<file path="config.mk">
export PLATFORM = sky130hd
export DESIGN_NAME = uart_tx_fifo_flat
export DESIGN_NICKNAME = d
export VERILOG_FILES = /design/src/rtl/uart_tx_fifo_if.sv /design/src/rtl/uart_tx_fifo.sv /design/src/flat_wrapper.sv
export SDC_FILE = /design/constraint.sdc
export NUM_CORES = 1
export LEC_CHECK = 0
export ABC_CLOCK_PERIOD_IN_PS = 5200
export CAP_MARGIN = 15
export CORE_UTILIZATION = 45
export CTS_CLUSTER_DIAMETER = 200
export DETAILED_ROUTE_END_ITERATION = 8
export DONT_BUFFER_PORTS = 1
export GPL_ROUTABILITY_DRIVEN = 0
export PLACE_DENSITY = 0.58
export SETUP_SLACK_MARGIN = 0.1
export SYNTH_ARGS = -nofsm -noshare
export SYNTH_HDL_FRONTEND = slang
export SYNTH_SLANG_ARGS = --single-unit
</file>
<file path="constraint.sdc">
create_clock -name clk -period 5.2 [get_ports clk]
set_clock_uncertainty 0.05 [all_clocks]
set_input_delay 0.78 -clock clk [delete_from_list [all_inputs] [get_ports clk]]
set_output_delay 0.78 -clock clk [all_outputs]
set_load 0.02 [all_outputs]
</file>
<file path="src/rtl/uart_tx_fifo_if.sv">
// Byte write handshake between the debug control processor and the UART transmitter FIFO.
interface uart_tx_fifo_if #(
   parameter int DATA_BITS = 8
);
   logic [DATA_BITS-1:0] d_tx;
   logic                 vld_tx;
   logic                 rdy_tx;

   modport master (output d_tx, output vld_tx, input rdy_tx);
   modport slave  (input d_tx, input vld_tx, output rdy_tx);
endinterface

</file>
<file path="src/rtl/uart_tx_fifo.sv">
// FIFO-buffered UART transmitter: 5..9 data bits, optional odd/even parity, 1 or 2 stop bits,
// internal baud counter, back-to-back frames while the FIFO holds data.
module uart_tx_fifo #(
   parameter int CLKS_PER_BIT = 10417,
   parameter int DATA_BITS    = 8,
   parameter int PARITY       = 0,
   parameter int STOP_BITS    = 1,
   parameter int FIFO_DEPTH   = 16
) (
   input  logic                          clk,
   input  logic                          rst,
   uart_tx_fifo_if.slave                 wr,
   output logic                          txd,
   output logic                          busy,
   output logic [$clog2(FIFO_DEPTH):0]   fifo_cnt,
   output logic                          ovf,
   input  logic                          ovf_clr
);

   localparam int PTR_W  = $clog2(FIFO_DEPTH);
   localparam int CNT_W  = PTR_W + 1;
   localparam int BAUD_W = $clog2(CLKS_PER_BIT);
   localparam int BIT_W  = $clog2(DATA_BITS);

   localparam logic [2:0] S_IDLE  = 3'd0;
   localparam logic [2:0] S_START = 3'd1;
   localparam logic [2:0] S_DATA  = 3'd2;
   localparam logic [2:0] S_PAR   = 3'd3;
   localparam logic [2:0] S_STOP  = 3'd4;

   logic [DATA_BITS-1:0] mem_q [FIFO_DEPTH];
   logic [PTR_W-1:0]     wr_ptr_q, wr_ptr_d, rd_ptr_q, rd_ptr_d;
   logic [CNT_W-1:0]     cnt_q, cnt_d;
   logic                 ovf_q, ovf_d;
   logic [2:0]           state_q, state_d;
   logic [BAUD_W-1:0]    baud_q, baud_d;
   logic [BIT_W-1:0]     bit_q, bit_d;
   logic [DATA_BITS-1:0] shreg_q, shreg_d;
   logic                 par_q, par_d;
   logic                 txd_q, txd_d;

   logic full, empty, push, pop, baud_end;

   // Write acceptance looks only at the registered count, so a same-edge pop never frees room.
   assign full     = (cnt_q == CNT_W'(FIFO_DEPTH));
   assign empty    = (cnt_q == '0);
   assign push     = wr.vld_tx && !full;
   assign baud_end = (baud_q == BAUD_W'(CLKS_PER_BIT - 1));

   always_comb begin
      state_d = state_q;
      baud_d  = baud_end ? '0 : baud_q + BAUD_W'(1);
      bit_d   = bit_q;
      shreg_d = shreg_q;
      par_d   = par_q;
      txd_d   = txd_q;
      pop     = 1'b0;
      case (state_q)
         S_IDLE: begin
            baud_d = '0;
            txd_d  = 1'b1;
            pop    = !empty;
         end
         S_START: begin
            if (baud_end) begin
               state_d = S_DATA;
               bit_d   = '0;
               txd_d   = shreg_q[0];
            end
         end
         S_DATA: begin
            if (baud_end) begin
               shreg_d = shreg_q >> 1;
               par_d   = par_q ^ shreg_q[0];
               if (bit_q == BIT_W'(DATA_BITS - 1)) begin
                  bit_d = '0;
                  if (PARITY != 0) begin
                     state_d = S_PAR;
                     txd_d   = par_q ^ shreg_q[0];
                  end else begin
                     state_d = S_STOP;
                     txd_d   = 1'b1;
                  end
               end else begin
                  bit_d = bit_q + BIT_W'(1);
                  txd_d = shreg_q[1];
               end
            end
         end
         S_PAR: begin
            if (baud_end) begin
               state_d = S_STOP;
               bit_d   = '0;
               txd_d   = 1'b1;
            end
         end
         S_STOP: begin
            if (baud_end) begin
               if (bit_q == BIT_W'(STOP_BITS - 1)) begin
                  if (!empty) begin
                     pop = 1'b1;
                  end else begin
                     state_d = S_IDLE;
                     txd_d   = 1'b1;
                  end
               end else begin
                  bit_d = bit_q + BIT_W'(1);
               end
            end
         end
         default: begin
            state_d = S_IDLE;
            baud_d  = '0;
            txd_d   = 1'b1;
         end
      endcase
      // Loading the head starts the start bit on the same edge; parity seeds to 1 for odd.
      if (pop) begin
         shreg_d = mem_q[rd_ptr_q];
         par_d   = (PARITY == 1);
         txd_d   = 1'b0;
         state_d = S_START;
         bit_d   = '0;
         baud_d  = '0;
      end
   end

   always_comb begin
      wr_ptr_d = push ? wr_ptr_q + PTR_W'(1) : wr_ptr_q;
      rd_ptr_d = pop  ? rd_ptr_q + PTR_W'(1) : rd_ptr_q;
      cnt_d    = cnt_q;
      if (push && !pop)      cnt_d = cnt_q + CNT_W'(1);
      else if (!push && pop) cnt_d = cnt_q - CNT_W'(1);
      ovf_d = ovf_q;
      if (wr.vld_tx && full) ovf_d = 1'b1;
      else if (ovf_clr)      ovf_d = 1'b0;
   end

   always_ff @(posedge clk) begin
      if (rst) begin
         state_q  <= S_IDLE;
         baud_q   <= '0;
         bit_q    <= '0;
         txd_q    <= 1'b1;
         wr_ptr_q <= '0;
         rd_ptr_q <= '0;
         cnt_q    <= '0;
         ovf_q    <= 1'b0;
      end else begin
         state_q  <= state_d;
         baud_q   <= baud_d;
         bit_q    <= bit_d;
         txd_q    <= txd_d;
         wr_ptr_q <= wr_ptr_d;
         rd_ptr_q <= rd_ptr_d;
         cnt_q    <= cnt_d;
         ovf_q    <= ovf_d;
      end
   end

   // Datapath storage carries no reset; validity is tracked by the control flops above.
   always_ff @(posedge clk) begin
      shreg_q <= shreg_d;
      par_q   <= par_d;
      if (!rst && push) mem_q[wr_ptr_q] <= wr.d_tx;
   end

   assign wr.rdy_tx = !full;
   assign txd       = txd_q;
   assign busy      = (state_q != S_IDLE) || !empty;
   assign fifo_cnt  = cnt_q;
   assign ovf       = ovf_q;

endmodule
</file>
<file path="src/flat_wrapper.sv">
// flat-port wrapper written by rule: the top's interface ports become plain ports
module uart_tx_fifo_flat 
#(
   parameter int CLKS_PER_BIT = 10417,
   parameter int DATA_BITS    = 8,
   parameter int PARITY       = 0,
   parameter int STOP_BITS    = 1,
   parameter int FIFO_DEPTH   = 16
)
  (clk, rst, txd, busy, fifo_cnt, ovf, ovf_clr, wr_d_tx, wr_vld_tx, wr_rdy_tx);
  uart_tx_fifo_if #(.DATA_BITS(DATA_BITS)) wr_i ();
  input  logic clk;
  input  logic rst;
  output logic txd;
  output logic busy;
  output logic [$clog2(FIFO_DEPTH):0] fifo_cnt;
  output logic ovf;
  input  logic ovf_clr;
  input wire logic [$bits(wr_i.d_tx)-1:0] wr_d_tx;
  input wire logic [$bits(wr_i.vld_tx)-1:0] wr_vld_tx;
  output wire logic [$bits(wr_i.rdy_tx)-1:0] wr_rdy_tx;
  assign wr_i.d_tx = wr_d_tx;
  assign wr_i.vld_tx = wr_vld_tx;
  assign wr_rdy_tx = wr_i.rdy_tx;
  uart_tx_fifo #(.CLKS_PER_BIT(CLKS_PER_BIT), .DATA_BITS(DATA_BITS), .PARITY(PARITY), .STOP_BITS(STOP_BITS), .FIFO_DEPTH(FIFO_DEPTH)) u_core (.clk(clk), .rst(rst), .wr(wr_i), .txd(txd), .busy(busy), .fifo_cnt(fifo_cnt), .ovf(ovf), .ovf_clr(ovf_clr));
endmodule
</file>
Word level (Yosys, flattened, before mapping)
Memories as Yosys holds them, arrays and structs flattened. A register that Yosys moved wholly into a read port is not among the register bits.
Cells that the tools add are included.
{ "totals": {"regBits": 43, "ramBits": 128, "word_cells": 111, "n_memories": 1} }
{ "op_classes": {"add_sub_neg": 6, "n_eq_ne": 24, "muxes": 39, "n_bitwise": 2, "reduce_logical": 29} }
{ "memory_table": {"columns": ["name", "depth", "width", "read_ports", "rd_ports_with_merged_regs", "write_ports", "line_no", "rtl"], "rows": [
  ["u_core.mem_q", 16, 8, 1, 1, 1, "uart_tx_fifo.sv:31", "logic [DATA_BITS-1:0] mem_q [FIFO_DEPTH];"]
]} }
{ "ops": {"columns": ["operator", "n"], "rows": [
  ["two-way mux 3 bit", 12],
  ["two-way mux 8 bit", 3],
  ["inequality test 3 x 1 -> 1 bit, second input constant", 7],
  ["inequality test 2 x 1 -> 1 bit, second input constant", 9],
  ["two-way mux 1 bit", 16],
  ["AND reduction 8 bit", 2],
  ["case mux 3 bit (5 select lines)", 1],
  ["adder 14 x 1 -> 14 bit, second input constant", 1],
  ["equality test 14 bit, second input constant", 1],
  ["two-way mux 5 bit", 2],
  ["case mux 3 bit (3 select lines)", 1],
  ["adder 4 x 1 -> 4 bit, second input constant", 2],
  ["two-way mux 4 bit", 2],
  ["nonzero test 2 bit", 4],
  ["OR reduction 4 bit", 2],
  ["equality test 3 x 2 -> 1 bit, second input constant", 2],
  ["equality test 3 bit, second input constant", 2],
  ["logical NOT 3 bit", 2],
  ["AND reduction 6 bit", 1],
  ["nonzero test 3 bit", 2],
  ["adder 5 x 1 -> 5 bit, second input constant", 1],
  ["equality test 5 bit, second input constant", 1],
  ["logical AND 1 bit", 5],
  ["logical NOT 1 bit", 5],
  ["other kinds (12)", 14]
]} }

Longest topological paths before layout
Gate-level depths: netlist (run 1).
{ "depth": {"depth_word": 8, "ltp_mapped": 15, "mapped_depth_nobuf": 14} }

Least setup slack after synthesis (run 1)
No wires, ideal clock.
{ "synth_path": {"path_kind": "register -> register", "start": "register u_core.cnt_q[0] (netlist: u_core.fifo_cnt[0])", "end": "register u_core.cnt_q[4] (netlist: u_core.fifo_cnt[4])", "setup_ps": 70, "arrival_time_ps": 2893, "path_slack_ps": 2187, "stages_incl_launch_ff": 14, "synth_period_minus_slack_ps": 3013, "path_cell_list": "dfxtp_1 or4_1 o21ai_1 a21oi_2 inv_2 buf_4 ha_1 inv_1 fa_1 a21o_1 a21oi_1 xnor2_1 or3_1 a21oi_1"} }
{ "synth_via": {"elab_chain_len": 8, "elab_cells_between_ends": 18, "cone_classes": "add/sub: 2; eq/ne: 1; mux: 6; reduce/logical: 9"} }
{ "synth_lines": {"columns": ["element", "line_no", "rtl"], "rows": [
  ["start: declaration", "uart_tx_fifo.sv:33", "logic [CNT_W-1:0] cnt_q, cnt_d;"],
  ["start signal: assignment", "uart_tx_fifo.sv:156", "cnt_q <= cnt_d;"],
  ["logical NOT 5 bit", "uart_tx_fifo.sv:46", "assign empty = (cnt_q == '0);"],
  ["two-way mux 1 bit", "uart_tx_fifo.sv:100", "if (!empty) begin"],
  ["two-way mux 1 bit", "uart_tx_fifo.sv:99", "if (bit_q == BIT_W'(STOP_BITS - 1)) begin"],
  ["two-way mux 1 bit", "uart_tx_fifo.sv:98", "if (baud_end) begin"],
  ["case mux 1 bit (2 select lines)", "uart_tx_fifo.sv:58", "case (state_q)"],
  ["logical NOT 1 bit", "uart_tx_fifo.sv:132", "if (push && !pop) cnt_d = cnt_q + CNT_W'(1);"],
  ["logical AND 1 bit", "uart_tx_fifo.sv:132", null],
  ["two-way mux 5 bit / nonzero test 2 bit (equally long branches)", null, null]
]} }
Several ways; a longest one is shown, not always the timed one. The select of a mux whose other input is x is not followed.
A chain may end at the register's enable or synchronous reset.

Worst setup path after layout (run 1)
{ "layout_path": {"start": "register u_core.baud_q[0]", "end": "register u_core.cnt_q[4] (netlist: u_core.fifo_cnt[4])"} }
{ "layout_via": {"elab_chain_len": 6, "elab_cells_between_ends": 8, "cone_classes": "eq/ne: 1; mux: 3; reduce/logical: 4"} }
{ "layout_lines": {"columns": ["element", "line_no", "rtl"], "rows": [
  ["start: declaration", "uart_tx_fifo.sv:36", "logic [BAUD_W-1:0] baud_q, baud_d;"],
  ["start signal: assignment", "uart_tx_fifo.sv:151", "baud_q <= baud_d;"],
  ["equality test 14 bit (*)", "uart_tx_fifo.sv:48", "assign baud_end = (baud_q == BAUD_W'(CLKS_PER_BIT - 1));"],
  ["two-way mux 1 bit (*)", "uart_tx_fifo.sv:98", null],
  ["case mux 1 bit (2 select lines) (*)", "uart_tx_fifo.sv:58", null],
  ["logical NOT 1 bit", "uart_tx_fifo.sv:132", null],
  ["logical AND 1 bit", "uart_tx_fifo.sv:132", null],
  ["two-way mux 5 bit / nonzero test 2 bit (equally long branches)", null, null]
]} }
Mark *: on every way between the ends. The rest lies on a longest branch, timed or not.

==> results of run 1 <==
==> layout by cell type (no fill, tap or decap), types with 4 or more instances in the layout <==
cell type	synthesis	final
xor2_1	9	9
a21o_1	4	4
nand4_1	4	4
nand3_1	6	6
ha_1	14	14
a21oi_1	12	12
mux2i_1	4	4
xnor2_1	11	11
clkbuf_16	0	17
o21ai_0	5	5
a22oi_1	14	14
nand2_1	44	44
edfxtp_1	136	136
or3_1	4	4
nor2_1	57	57
inv_1	12	12
mux4_2	33	33
dfxtp_1	39	37
==> registers in the layout, summed over array words and instances, names as in the netlist, named ones only <==
name,count
u_core.ovf,1
u_core.wr_ptr_q,4
u_core.mem_q,128
u_core.state_q,3
u_core.rd_ptr_q,4
u_core.txd,1
u_core.baud_q,14
u_core.bit_q,3
u_core.shreg_q,8
u_core.fifo_cnt,5
==> path summary, 6_finish.rpt <==
check                       endpoint              from  slack, ns
setup reg to reg  u_core.fifo_cnt[4]  u_core.baud_q[0]       1.63
hold / removal             flip-flop               rst       0.37
setup / recovery  u_core.fifo_cnt[4]  u_core.baud_q[0]       1.63
hold reg to reg      u_core.bit_q[1]   u_core.bit_q[1]       0.44
==> final cells by class <==
| class | instances | area (µm²) |
|---|---|---|
| multi-input cells | 262 | 2160 |
| inverters | 13 | 48.80 |
| clock buffers | 17 | 425.4 |
| repair buffers | 1 | 7.507 |
| fillers | 1272 | 7462 |
| clock inverters | 13 | 136.4 |
| well taps | 211 | 264.0 |
| flip-flops and latches | 175 | 4867 |
==> through the flow <==
step | setup slack (ns) | hold WS (ns) | std cells | area (µm²) | power (W)
6_report | 1.626 | 0.3659 | 692 | 7909 | 0.003715
5_1_grt | 1.361 | 0.3537 | 692 | 7909 | 0.003890
4_1_cts | 1.578 | 0.3430 | 692 | 7909 | 0.003752
3_5_place_dp | 1.602 | 0.4271 | 662 | 7347 | 0.002522
3_3_place_gp | 1.752 | 0.4077 | 662 | 7347 | 0.002513
2_1_floorplan | 2.187 | 0.3912 | 468 | 7163 | 0.002380
==> cells by family (layout without fill, tap and decap cells) <==
kind of cell / count (synthesis) / after routing / synth area share (%)
fa+ha+maj: 15 / 15 / 2.725
xor+xnor: 20 / 20 / 2.445
compound gates: 46 / 46 / 4.245
flops: 175 / 175 / 67.91
buf+inv: 31 / 44 / 1.939
mux: 38 / 38 / 11.09
simple gates: 143 / 143 / 9.642
==> synthesized netlist by cell type (all sizes together) (2+ instances only) <==
cell type    n  area share, %
nand3b       3           0.31
ha          14            2.4
nand2       44            2.3
o21ai        7           0.49
dfxtp       39             11
or3          4           0.35
nor2        57            3.0
nand3        6           0.42
a21o         4           0.42
nor3b        2           0.28
nor2b        3           0.26
a21boi       2           0.26
nor4b        2           0.45
clkbuf      10           0.52
edfxtp     136             57
and2         3           0.26
nand4        5           0.65
mux4        33             10
xnor2       11            1.3
nor3         3           0.21
a22oi       14            1.5
o21bai       2           0.21
inv         13           0.68
xor2         9            1.1
a21oi       13           0.96
buf          8           0.73
and3         3           0.26
nand2b       3           0.26
mux2i        4           0.56
==> power by group <==
group | total, W | switching (W) | internal (W)
Combinational | 0.000697 | 0.000346 | 0.000351
Sequential | 0.00178 | 0.000162 | 0.00162
Clock | 0.00123 | 0.000530 | 0.000703
Total | 0.00372 | 0.00104 | 0.00268
==> routing by layer <==
metal | vias to the layer above | wire length (µm)
met2 | 92 | 6705
met1 | 1924 | 6036
li1 | 1759 | -
met4 | 0 | 272
met5 | - | 0
met3 | 17 | 658
==> worst max-delay path: cells and delay by family, from the launching register on <==
kind	cells	cell delay, ns
AOI/OAI and AO/OA	4	1.04
buffers and inverters	3	0.45
DFF	1	0.34
adders and majority gates	3	0.71
and+or+nand+nor	3	0.79
xor gates and xnor gates	1	0.10
==> impl_metrics.env, run 1 <==
export IMPL_grt_usage_pct=18.27
export IMPL_area_growth_syn_to_layout_pct=10.41
export IMPL_rows=45
export IMPL_period_share_pct=68.72
export IMPL_first_global_vias=3795
export IMPL_yosysWarnings=0
export IMPL_synthArstFlopShare_pct=0
export IMPL_timing_final_max_slew_violations=0
export IMPL_rsz0062_at_grt="false"
export IMPL_path_cells="inv_1, ha_1, nor4b_4, nand4_1, a21oi_2, inv_2, ha_1, inv_1, ha_1, a21o_1, a21oi_1, xnor2_1, or3_1, a21oi_1"
export IMPL_ys_ff_latch=175
export IMPL_numCtsBuffers=17
export IMPL_ctsResizeCount=0
export IMPL_min_period_ns=3.574
export IMPL_post_cts_buffers=0
export IMPL_vias=3792
export IMPL_grt_max_degree=30
export IMPL_gr_usage_met2_pct=30.02
export IMPL_cp_slowest_cell="a21oi_2"
export IMPL_dp_hpwl_um=8517
export IMPL_top_usage_layer="met2"
export IMPL_fmax_mhz=279.8
export IMPL_synth_edff_count=136
export IMPL_layout_drive_gt1_share_pct=14.55
export IMPL_wl_um=13670
export IMPL_htreeDepth=4
export IMPL_reg2regPathDepth=14
export IMPL_ys_seq_area_share_pct=67.91
export IMPL_setup_tns_ns=0
export IMPL_arrival_ns=3.88
export IMPL_power_density_nw_per_um2=469.8
export IMPL_cts_tree="yes"
export IMPL_nets=497
export IMPL_core_um2=15370
export IMPL_drtIter0Drc=300
export IMPL_drcViolationCount=0
export IMPL_num_io_pins=21
export IMPL_power_leakage_nw=2.591
export IMPL_cts_hold_buf=0
export IMPL_syn_area_um2=7163
export IMPL_worstMarginPinSlew_ns=1.013
export IMPL_antenna_found_initial=0
export IMPL_cts_buffer_depth=2
export IMPL_grt_pass1_wl_um=21300
export IMPL_peakVddDrop_v=0.0003171
export IMPL_root_buffer="clkbuf_16"
export IMPL_synth_cell_type_count=50
export IMPL_crit_type="flip-flop to flip-flop"
export IMPL_die_width_um=128.2
export IMPL_first_pass_iters=5
export IMPL_grt_use_met1_pct=23.03
export IMPL_critPathCaptureType="flip-flop"
export IMPL_synthCells=468
export IMPL_cpPeakStageDelay_ns=0.58
export IMPL_max_cap_violations=0
export IMPL_min_path_cells=1
export IMPL_path_clk_slew_ns=0.06
export IMPL_via_per_inst=5.480
export IMPL_crit_fanout=14
export IMPL_relSlewSlack_pct=32.23
export IMPL_clkSinkCount=175
export IMPL_timing_critical_path_mode_cell="ha_1"
export IMPL_utilization_pct=51.45
export IMPL_finalSetupViolations=0
export IMPL_gr_total_overflow=0
export IMPL_use_met3_pct=4.007
export IMPL_synthFlopType="edfxtp_1"
export IMPL_hold_class="input pin to flip-flop"
export IMPL_drtAntennaViolNets=0
export IMPL_start_kind="flip-flop"
export IMPL_die_h_um=128.2
export IMPL_avgSynthCellArea_um2=15.31
export IMPL_wl_per_cell_um=19.76
export IMPL_synth_nets=495
export IMPL_status="complete, no violations"
export IMPL_dieArea_um2=16430
export IMPL_finalHoldViolations=0
export IMPL_clock_latency_ns=0.43
export IMPL_antennaDiodeCount=0
export IMPL_port_buffers=0
export IMPL_required_ns=5.51
export IMPL_start_util_pct=46.60
Note: power is estimated with default switching activity, not from simulation.
==> inputs of run 2 (changes only) <==
--- a/config.mk
+++ b/config.mk
@@ -5,7 +5,7 @@
 export SDC_FILE = /design/constraint.sdc
 export NUM_CORES = 1
 export LEC_CHECK = 0
-export ABC_CLOCK_PERIOD_IN_PS = 5200
+export ABC_CLOCK_PERIOD_IN_PS = 3400
 export CAP_MARGIN = 15
 export CORE_UTILIZATION = 45
 export CTS_CLUSTER_DIAMETER = 200
==> constraint.sdc (replaced) <==
create_clock -name clk -period 3.4 [get_ports clk]
set_clock_uncertainty 0.05 [all_clocks]
set_input_delay 0.51 -clock clk [delete_from_list [all_inputs] [get_ports clk]]
set_output_delay 0.51 -clock clk [all_outputs]
set_load 0.02 [all_outputs]
==> impl_metrics.env, run 2 (synthesis gave the netlist of run 1 again) <==
export IMPL_path_clk_slew_ns=0.07
export IMPL_antennaDiodeCount=0
export IMPL_cts_hold_buf=0
export IMPL_fmax_mhz=324.4
export IMPL_relSlewSlack_pct=36.68
export IMPL_rows=45
export IMPL_ctsResizeCount=0
export IMPL_required_ns=3.71
export IMPL_clock_latency_ns=0.43
export IMPL_dp_hpwl_um=8658
export IMPL_grt_pass1_wl_um=21230
export IMPL_htreeDepth=4
export IMPL_setup_tns_ns=0
export IMPL_final_common_cell="edfxtp_1"
export IMPL_layout_drive_gt1_share_pct=18.33
export IMPL_max_cap_violations=0
export IMPL_vias=3823
export IMPL_period_share_pct=90.67
export IMPL_wl_um=13520
export IMPL_post_cts_buffers=0
export IMPL_power_density_nw_per_um2=707.3
export IMPL_area_growth_syn_to_layout_pct=12.47
export IMPL_die_width_um=128.2
export IMPL_rsz0062_at_grt="false"
export IMPL_utilization_pct=52.41
export IMPL_wl_per_cell_um=18.96
export IMPL_drtIter0Drc=283
export IMPL_crit_type="flip-flop to flip-flop"
export IMPL_timing_final_max_slew_violations=0
export IMPL_total_power_w=0.005698
export IMPL_first_global_vias=3863
export IMPL_peakVddDrop_v=0.0004374
export IMPL_largest_reg_flops=128
export IMPL_status="complete, no violations"
export IMPL_start_kind="flip-flop"
export IMPL_numCtsBuffers=17
export IMPL_arrival_ns=3.40
export IMPL_via_per_inst=5.362
export IMPL_start_util_pct=46.60
export IMPL_cts_buffer_depth=2
export IMPL_grt_max_degree=33
export IMPL_die_h_um=128.2
export IMPL_antenna_found_initial=0
export IMPL_core_um2=15370
export IMPL_dieArea_um2=16430
export IMPL_nets=516
export IMPL_port_buffers=0
export IMPL_placed_cell_area_um2=7501
export IMPL_largestRegisters="u_core.mem_q x128, u_core.baud_q x14, u_core.shreg_q x8"
export IMPL_fillCellCount=1260
export IMPL_mostFrequentLayoutCells="136 x edfxtp_1, 57 x nor2_1, 44 x nand2_1"
export IMPL_root_buffer="clkbuf_16"
export IMPL_worstMarginPinSlew_ns=0.9462
export IMPL_top_register="u_core.mem_q"
export IMPL_finalHoldViolations=0
export IMPL_grt_usage_pct=18.13
export IMPL_num_io_pins=21
export IMPL_critPathCaptureType="flip-flop"
export IMPL_crit_fanout=12
export IMPL_drtAntennaViolNets=0
export IMPL_cts_tree="yes"
export IMPL_postLayoutCellArea_um2=8056
export IMPL_finalSetupViolations=0
export IMPL_min_period_ns=3.083
export IMPL_hold_class="input pin to flip-flop"
export IMPL_first_pass_iters=4
export IMPL_clkSinkCount=175
export IMPL_drcViolationCount=0
export IMPL_power_leakage_nw=2.689
export IMPL_gr_total_overflow=0
## run 2: worst paths after layout
path	start	to	slack, ns	cells past startpoint
setup / recovery	u_core.baud_q[0]	u_core.fifo_cnt[4]	0.32	14
hold / removal	rst	flip-flop	0.09	1
setup reg to reg	u_core.baud_q[0]	u_core.fifo_cnt[4]	0.32	14
hold reg to reg	u_core.bit_q[0]	u_core.bit_q[0]	0.44	2
## run 2: power by group
| group | leakage (nW) | switching [W] | internal, W | total, W |
|---|---|---|---|---|
| clock | 0.260 | 0.000869 | 0.000957 | 0.00183 |
| combinational | 0.880 | 0.000703 | 0.000593 | 0.00130 |
| sequential | 1.55 | 0.0000964 | 0.00248 | 0.00258 |
| total | 2.69 | 0.00167 | 0.00403 | 0.00570 |
## run 2: area by class of cell
cell class | instances | area [µm²] | area share, %
Multi-Input combinational cell | 262 | 2160 | 26.81
Timing Repair Buffer | 20 | 162.7 | 2.019
Inverter | 13 | 48.80 | 0.6057
Sequential cell | 175 | 4866 | 60.40
Clock buffer | 17 | 425.4 | 5.280
Clock inverter | 15 | 130.1 | 1.615
Tap cell | 211 | 264.0 | 3.277
## run 2: routing by layer
metal,global-route usage (%),vias to the layer above,routed length (µm)
met5,0,-,0
met4,7.405,0,240
met3,5.259,16,721
met2,29.86,90,6685
met1,22.50,1911,5872
li1,-,1806,-
## run 2: through the flow
| stage | setup slack, ns | instances | hold WS, ns |
|---|---|---|---|
| after floorplan | 0.3868 | 468 | 0.3912 |
| after global placement | 0.4205 | 681 | 0.4042 |
| after detailed placement | 0.3049 | 681 | 0.4191 |
| after CTS | 0.2811 | 713 | 0.07483 |
| after global routing | 0.1041 | 713 | 0.07498 |
| final | 0.3171 | 713 | 0.08857 |
## run 2: worst max-delay path, cell delays in order, from the launching register on
cell,delay (ns)
dfxtp_1,0.35
inv_1,0.07
ha_1,0.16
nor4b_4,0.28
nand4_1,0.23
a21oi_2,0.23
inv_2,0.13
ha_1,0.24
inv_1,0.13
ha_1,0.28
a21o_1,0.17
a21oi_1,0.16
xnor2_1,0.09
or3_1,0.30
a21oi_1,0.13
==> inputs of run 3 (changes only) <==
--- a/config.mk
+++ b/config.mk
@@ -5,13 +5,15 @@
 export SDC_FILE = /design/constraint.sdc
 export NUM_CORES = 1
 export LEC_CHECK = 0
-export ABC_CLOCK_PERIOD_IN_PS = 3400
+export ABC_AREA = 1
+export ABC_CLOCK_PERIOD_IN_PS = 3200
 export CAP_MARGIN = 15
 export CORE_UTILIZATION = 45
 export CTS_CLUSTER_DIAMETER = 200
 export DETAILED_ROUTE_END_ITERATION = 8
 export DONT_BUFFER_PORTS = 1
 export GPL_ROUTABILITY_DRIVEN = 0
+export MAX_ROUTING_LAYER = met4
 export PLACE_DENSITY = 0.58
 export SETUP_SLACK_MARGIN = 0.1
 export SYNTH_ARGS = -nofsm -noshare
==> constraint.sdc (replaced) <==
create_clock -name clk -period 3.2 [get_ports clk]
set_clock_uncertainty 0.05 [all_clocks]
set_input_delay 0.48 -clock clk [delete_from_list [all_inputs] [get_ports clk]]
set_output_delay 0.48 -clock clk [all_outputs]
set_load 0.02 [all_outputs]
==> impl_metrics.env, run 3 <==
export IMPL_synth_common_cells="166 x nor2_1, 136 x edfxtp_1, 82 x nand2_1, 73 x o21ai_0, 48 x inv_1"
export IMPL_arrival_ns=3.00
export IMPL_mostFrequentLayoutCells="166 x nor2_1, 136 x edfxtp_1, 82 x nand2_1"
export IMPL_numCtsBuffers=17
export IMPL_top_register="u_core.mem_q"
export IMPL_ff2ff_setup_slack_ns=0.48
export IMPL_nets=760
export IMPL_antennaDiodeCount=0
export IMPL_fmax_mhz=367.0
export IMPL_crit_type="flip-flop to flip-flop"
export IMPL_yosysWarnings=0
export IMPL_path_clk_slew_ns=0.06
export IMPL_vias=5046
export IMPL_dp_hpwl_um=10560
export IMPL_synth_edff_count=136
export IMPL_synthArstFlopShare_pct=0
export IMPL_wl_per_cell_um=17.03
export IMPL_period_share_pct=85.15
export IMPL_power_leakage_nw=3.044
export IMPL_root_buffer="clkbuf_16"
export IMPL_critPathCaptureType="flip-flop"
export IMPL_r2r_start="u_core.fifo_cnt[0]"
export IMPL_grt_usage_pct=20.40
export IMPL_first_pass_iters=5
export IMPL_relSlewSlack_pct=25.39
export IMPL_die_h_um=131.2
export IMPL_ys_seq_area_share_pct=64.72
export IMPL_core_um2=16120
export IMPL_cts_hold_buf=0
export IMPL_synth_area_top_cells="edfxtp_1 54%, dfxtp_1 10%, nor2_1 8.3%, o21ai_0 4.9%, nand2_1 4.1%"
export IMPL_dieArea_um2=17220
export IMPL_post_cts_buffers=0
export IMPL_grt_pass1_wl_um=25830
export IMPL_first_global_vias=4761
export IMPL_wl_um=16390
export IMPL_cts_buffer_depth=2
export IMPL_min_path_cells=1
export IMPL_postLayoutCellArea_um2=8442
export IMPL_avgSynthCellArea_um2=10.45
export IMPL_hold_path_end="u_core.rd_ptr_q[2]"
export IMPL_wl_met3_um=715
export IMPL_start_util_pct=46.64
export IMPL_power_density_nw_per_um2=829.4
export IMPL_finalSetupViolations=0
export IMPL_met2_wirelength_um=7769
export IMPL_hold_class="input pin to flip-flop"
export IMPL_synth_top_cell_by_area="edfxtp_1"
export IMPL_worstMarginPinSlew_ns=1.107
export IMPL_rows=46
export IMPL_cts_tree="yes"
export IMPL_drtIter0Drc=419
export IMPL_synthCells=719
export IMPL_required_ns=3.47
export IMPL_largestRegisters="u_core.mem_q x128, u_core.baud_q x14, u_core.shreg_q x8"
export IMPL_grt_max_degree=35
export IMPL_reg2regPathDepth=13
export IMPL_worstHoldStart="rst"
export IMPL_area_growth_syn_to_layout_pct=12.32
export IMPL_worst_r2r_endpoint="u_core.fifo_cnt[4]"
export IMPL_layout_drive_gt1_share_pct=8.847
export IMPL_antenna_found_initial=0
export IMPL_crit_start="u_core.fifo_cnt[0]"
export IMPL_drtAntennaViolNets=0
export IMPL_via_per_inst=5.245
export IMPL_setup_tns_ns=0
export IMPL_clkSinkCount=175
export IMPL_die_width_um=131.2
export IMPL_clock_latency_ns=0.43
export IMPL_timing_final_max_slew_violations=0
export IMPL_gr_total_overflow=0
export IMPL_yosysMostFrequentCell="nor2_1"
export IMPL_synth_cell_type_count=29
export IMPL_port_buffers=0
export IMPL_peakVddDrop_v=0.0005756
export IMPL_finalHoldViolations=0
export IMPL_htreeDepth=4
export IMPL_placed_cell_area_um2=7834
export IMPL_yosysTopAreaCellShare_pct=54.34
export IMPL_final_common_cell="nor2_1"
export IMPL_max_cap_violations=0
export IMPL_num_io_pins=21
export IMPL_ys_ff_latch=175
export IMPL_synth_nets=746
export IMPL_min_period_ns=2.725
export IMPL_rsz0062_at_grt="false"
export IMPL_status="complete, no violations"
export IMPL_start_kind="flip-flop"
export IMPL_drcViolationCount=0
export IMPL_fillCellCount=1434
export IMPL_wl_met1_um=7641
export IMPL_crit_fanout=6
export IMPL_syn_area_um2=7516
export IMPL_synthFlopType="edfxtp_1"
export IMPL_dr_max_layer_used="met4"
export IMPL_largest_reg_flops=128
## run 3: kinds of logic after synthesis
| logic type | count (synthesis) | share of synthesized area (%) |
|---|---|---|
| compound gates | 124 | 9.289 |
| simple gates | 309 | 16.95 |
| fa+ha+maj | 15 | 2.597 |
| buf+inv | 79 | 4.461 |
| xor+xnor | 17 | 1.981 |
| flops | 175 | 64.72 |
## run 3: stage by stage
| stage | worst slack [ns] | hold slack (ns) | utilization (%) | cells | total power, W |
|---|---|---|---|---|---|
| 2_1_floorplan | 0.6477 | 0.3796 | - | 719 | 0.004422 |
| 3_3_place_gp | 0.3925 | 0.3923 | 48.61 | 930 | 0.004880 |
| 3_5_place_dp | 0.2987 | 0.4146 | 48.61 | 930 | 0.004937 |
| 4_1_cts | 0.2677 | 0.04263 | 52.21 | 962 | 0.006995 |
| 5_1_grt | 0.1325 | 0.04939 | 52.38 | 962 | 0.007402 |
| 6_report | 0.4752 | 0.06469 | 52.38 | 962 | 0.007002 |
## run 3: final cells by class
| cell class | instances | area [µm²] | share of cell area, % |
|---|---|---|---|
| Multi-Input combinational cell | 465 | 2341 | 27.73 |
| Clock buffer | 21 | 440.4 | 5.217 |
| Sequential cell | 175 | 4867 | 57.66 |
| Timing Repair Buffer | 24 | 192.7 | 2.282 |
| Clock inverter | 11 | 140.1 | 1.660 |
| Inverter | 50 | 190.2 | 2.253 |
| Tap cell | 216 | 270.3 | 3.201 |
## run 3: worst max path at each step
stage	endpoint	slack, ns	cells after the start
final	u_core.fifo_cnt[4]	0.48	13
after global routing	u_core.fifo_cnt[4]	0.13	19
after CTS	u_core.fifo_cnt[4]	0.27	18
after detailed placement	u_core.fifo_cnt[4]	0.30	19
after global placement	u_core.fifo_cnt[4]	0.39	18
after floorplan	u_core.fifo_cnt[4]	0.65	19
## run 3: layer usage
| metal | global-route usage [%] | vias to the layer above |
|---|---|---|
| met5 | - | - |
| met3 | 4.012 | 21 |
| met1 | 26.88 | 2409 |
| met4 | 7.320 | 0 |
| met2 | 31.38 | 124 |
| li1 | - | 2492 |
## run 3: critical path, stage by stage (launching register included)
cell and delay (ns):
dfxtp_1 0.56, nor2_2 0.12, nand3_1 0.24, nand2_1 0.21, inv_1 0.21, ha_1 0.19
inv_2 0.07, fa_1 0.41, nand3_1 0.11, nand2_1 0.07, o21ai_0 0.22, nand2_1 0.07
nand2_1 0.06, nor2_1 0.04
## run 3: what timing repair did
item | in CTS | in global routing
hold endpoints to repair | 0 | 0
gates resized for setup | 0 | 7
endpoints found under the setup margin | 0 | 2
## run 3: report_power, final
| part | switching, W | total (W) | internal [W] |
|---|---|---|---|
| Clock | 0.000841 | 0.00206 | 0.00122 |
| Sequential | 0.000180 | 0.00285 | 0.00267 |
| Combinational | 0.00143 | 0.00208 | 0.000654 |
==> patch: new RTL, flow settings as in run 2 <==
`CLKS_PER_BIT` is set to 10417 in 2 places; all go to 5208.
--- a/src/rtl/uart_tx_fifo.sv
+++ b/src/rtl/uart_tx_fifo.sv
@@ -3,3 +3,3 @@
 module uart_tx_fifo #(
-   parameter int CLKS_PER_BIT = 10417,
+   parameter int CLKS_PER_BIT = 5208,
    parameter int DATA_BITS    = 8,
--- a/src/flat_wrapper.sv
+++ b/src/flat_wrapper.sv
@@ -3,3 +3,3 @@
 #(
-   parameter int CLKS_PER_BIT = 10417,
+   parameter int CLKS_PER_BIT = 5208,
    parameter int DATA_BITS    = 8,
Formal check against the unedited RTL: no difference found for any inputs over 10 cycles, from zero or initial values and one cycle with rst high; that may be too few to reach the edited logic, so the function may still have changed.
==> patch against run 2 <==
- global-route usage increased by 0.17 points
- cell count is 1.5% higher
- sequential share of layout area is 0.37 points lower
- wire length rose by 2.2%
- sequential cell count shrank 1
- highest routed layer unchanged
- total power about the same
- area after synthesis increased by 1.1%
- sequential power is 2% higher
- final area is 0.20% higher
- worst setup slack better by 38 ps
==> patch: results (changes against run 2) <==
{| class="wikitable"
! Metric !! Value
|-
| Outcome || complete, no violations (unchanged)
|-
| Xor/xnor cell area share of the yosys netlist || 0.0230 (was 0.0245)
|-
| Count of placed standard cells in the final layout, fillers left out || 724 (was 713)
|-
| Synthesized-area fraction occupied by ao, oa, aoi and oai cells || 0.0580 (was 0.0424)
|-
| Switching fraction of total power || 0.287 (was 0.293)
|-
| Leak || 2.66 nW (was 2.69 nW)
|-
| Slew at the pin with the worst max-slew slack || 939 ps (was 946 ps)
|-
| Fraction of final layout cells with drive strength greater than 1 || 0.169 (was 0.183)
|-
| Net count of the mapped netlist || 508 (was 495)
|-
| Routed via count divided by cell count || 5.41 (was 5.36)
|-
| Routed metal-1 wirelength || 6220 um (was 5870 um)
|-
| Multiplexer area fraction after synthesis || 0.111 (about the same)
|-
| Crit-path max FO || 5 (was 12)
|-
| Maximum number of pins on one net before global-route repair || 27 (was 33)
|-
| Arrival @ worst endpoint || 3350 ps (was 3400 ps)
|-
| GR met1 Demand/Resource || 0.232 (was 0.225)
|-
| Placed cells || 693 (was 681)
|-
| Adder-cell area share of the yosys netlist || 0.0252 (was 0.0272)
|-
| Peak VDD IR || 408 uV (was 437 uV)
|-
| Total Routing Usage GR || 0.183 (was 0.181)
|-
| Number of global-route vias before repair || 4039 (was 3863)
|-
| Count of distinct cell types in the synthesized netlist || 60 (was 50)
|-
| List of most frequent post-synthesis cells || edfxtp_1 (136), nor2_1 (60), dfxtp_1 (38) (was edfxtp_1 (136), nor2_1 (57), nand2_1 (44))
|-
| Final period util || 0.896 (was 0.907)
|-
| Placed inst area || 7530 um2 (was 7500 um2)
|-
| Post-place setup slack || 326 ps (was 305 ps)
|-
| Worst hold slack after final layout || 104 ps (was 88.6 ps)
|-
| Number of cell instances on the worst register-to-register path || 13 (was 14)
|-
| Top cells by area, synth || edfxtp_1 (56%), dfxtp_1 (11%), mux4_2 (6.5%), mux2i_1 (3.2%), nor2_1 (3.1%) (was edfxtp_1 (57%), dfxtp_1 (11%), mux4_2 (10%), nor2_1 (3.0%), ha_1 (2.4%))
|-
| Met3 routing resource usage after global routing || 0.0445 (was 0.0526)
|-
| Detailed-placement wirelength estimate || 9390 um (was 8660 um)
|-
| Biggest registers after layout || u_core.mem_q: 128 flops, u_core.baud_q: 13 flops, u_core.shreg_q: 8 flops (was u_core.mem_q: 128 flops, u_core.baud_q: 14 flops, u_core.shreg_q: 8 flops)
|-
| Global-route wire length before repair || 21900 um (was 21200 um)
|}
==> patch: changes by cell type after synthesis, sizes merged, moves of 7 or more <==
cell          run 2  this run
nand2            44        25
mux4             33        21
a22oi            14         1
mux2              1         9
mux2i             4        23
o21ai             7        14
==> patch: layout make-up <==
class / count / area [um2] / area share
clock buffer: 20 / 437 / 0.0541
clock inverter: 11 / 109 / 0.0135
inverter: 11 / 41.3 / 0.00511
multi-input combinational: 277 / 2240 / 0.278
sequential: 174 / 4850 / 0.600
tap: 216 / 270 / 0.0335
timing repair buffer: 15 / 125 / 0.0155
==> patch: power by group through the flow <==
stage / sequential [W] / combinational, W / clock (W)
after floorplan: 0.00260 / 0.00107 / 0
after global placement: 0.00268 / 0.00124 / 0
after detailed placement: 0.00268 / 0.00126 / 0
after CTS: 0.00264 / 0.00126 / 0.00184
after global routing: 0.00266 / 0.00138 / 0.00193
final: 0.00263 / 0.00125 / 0.00181
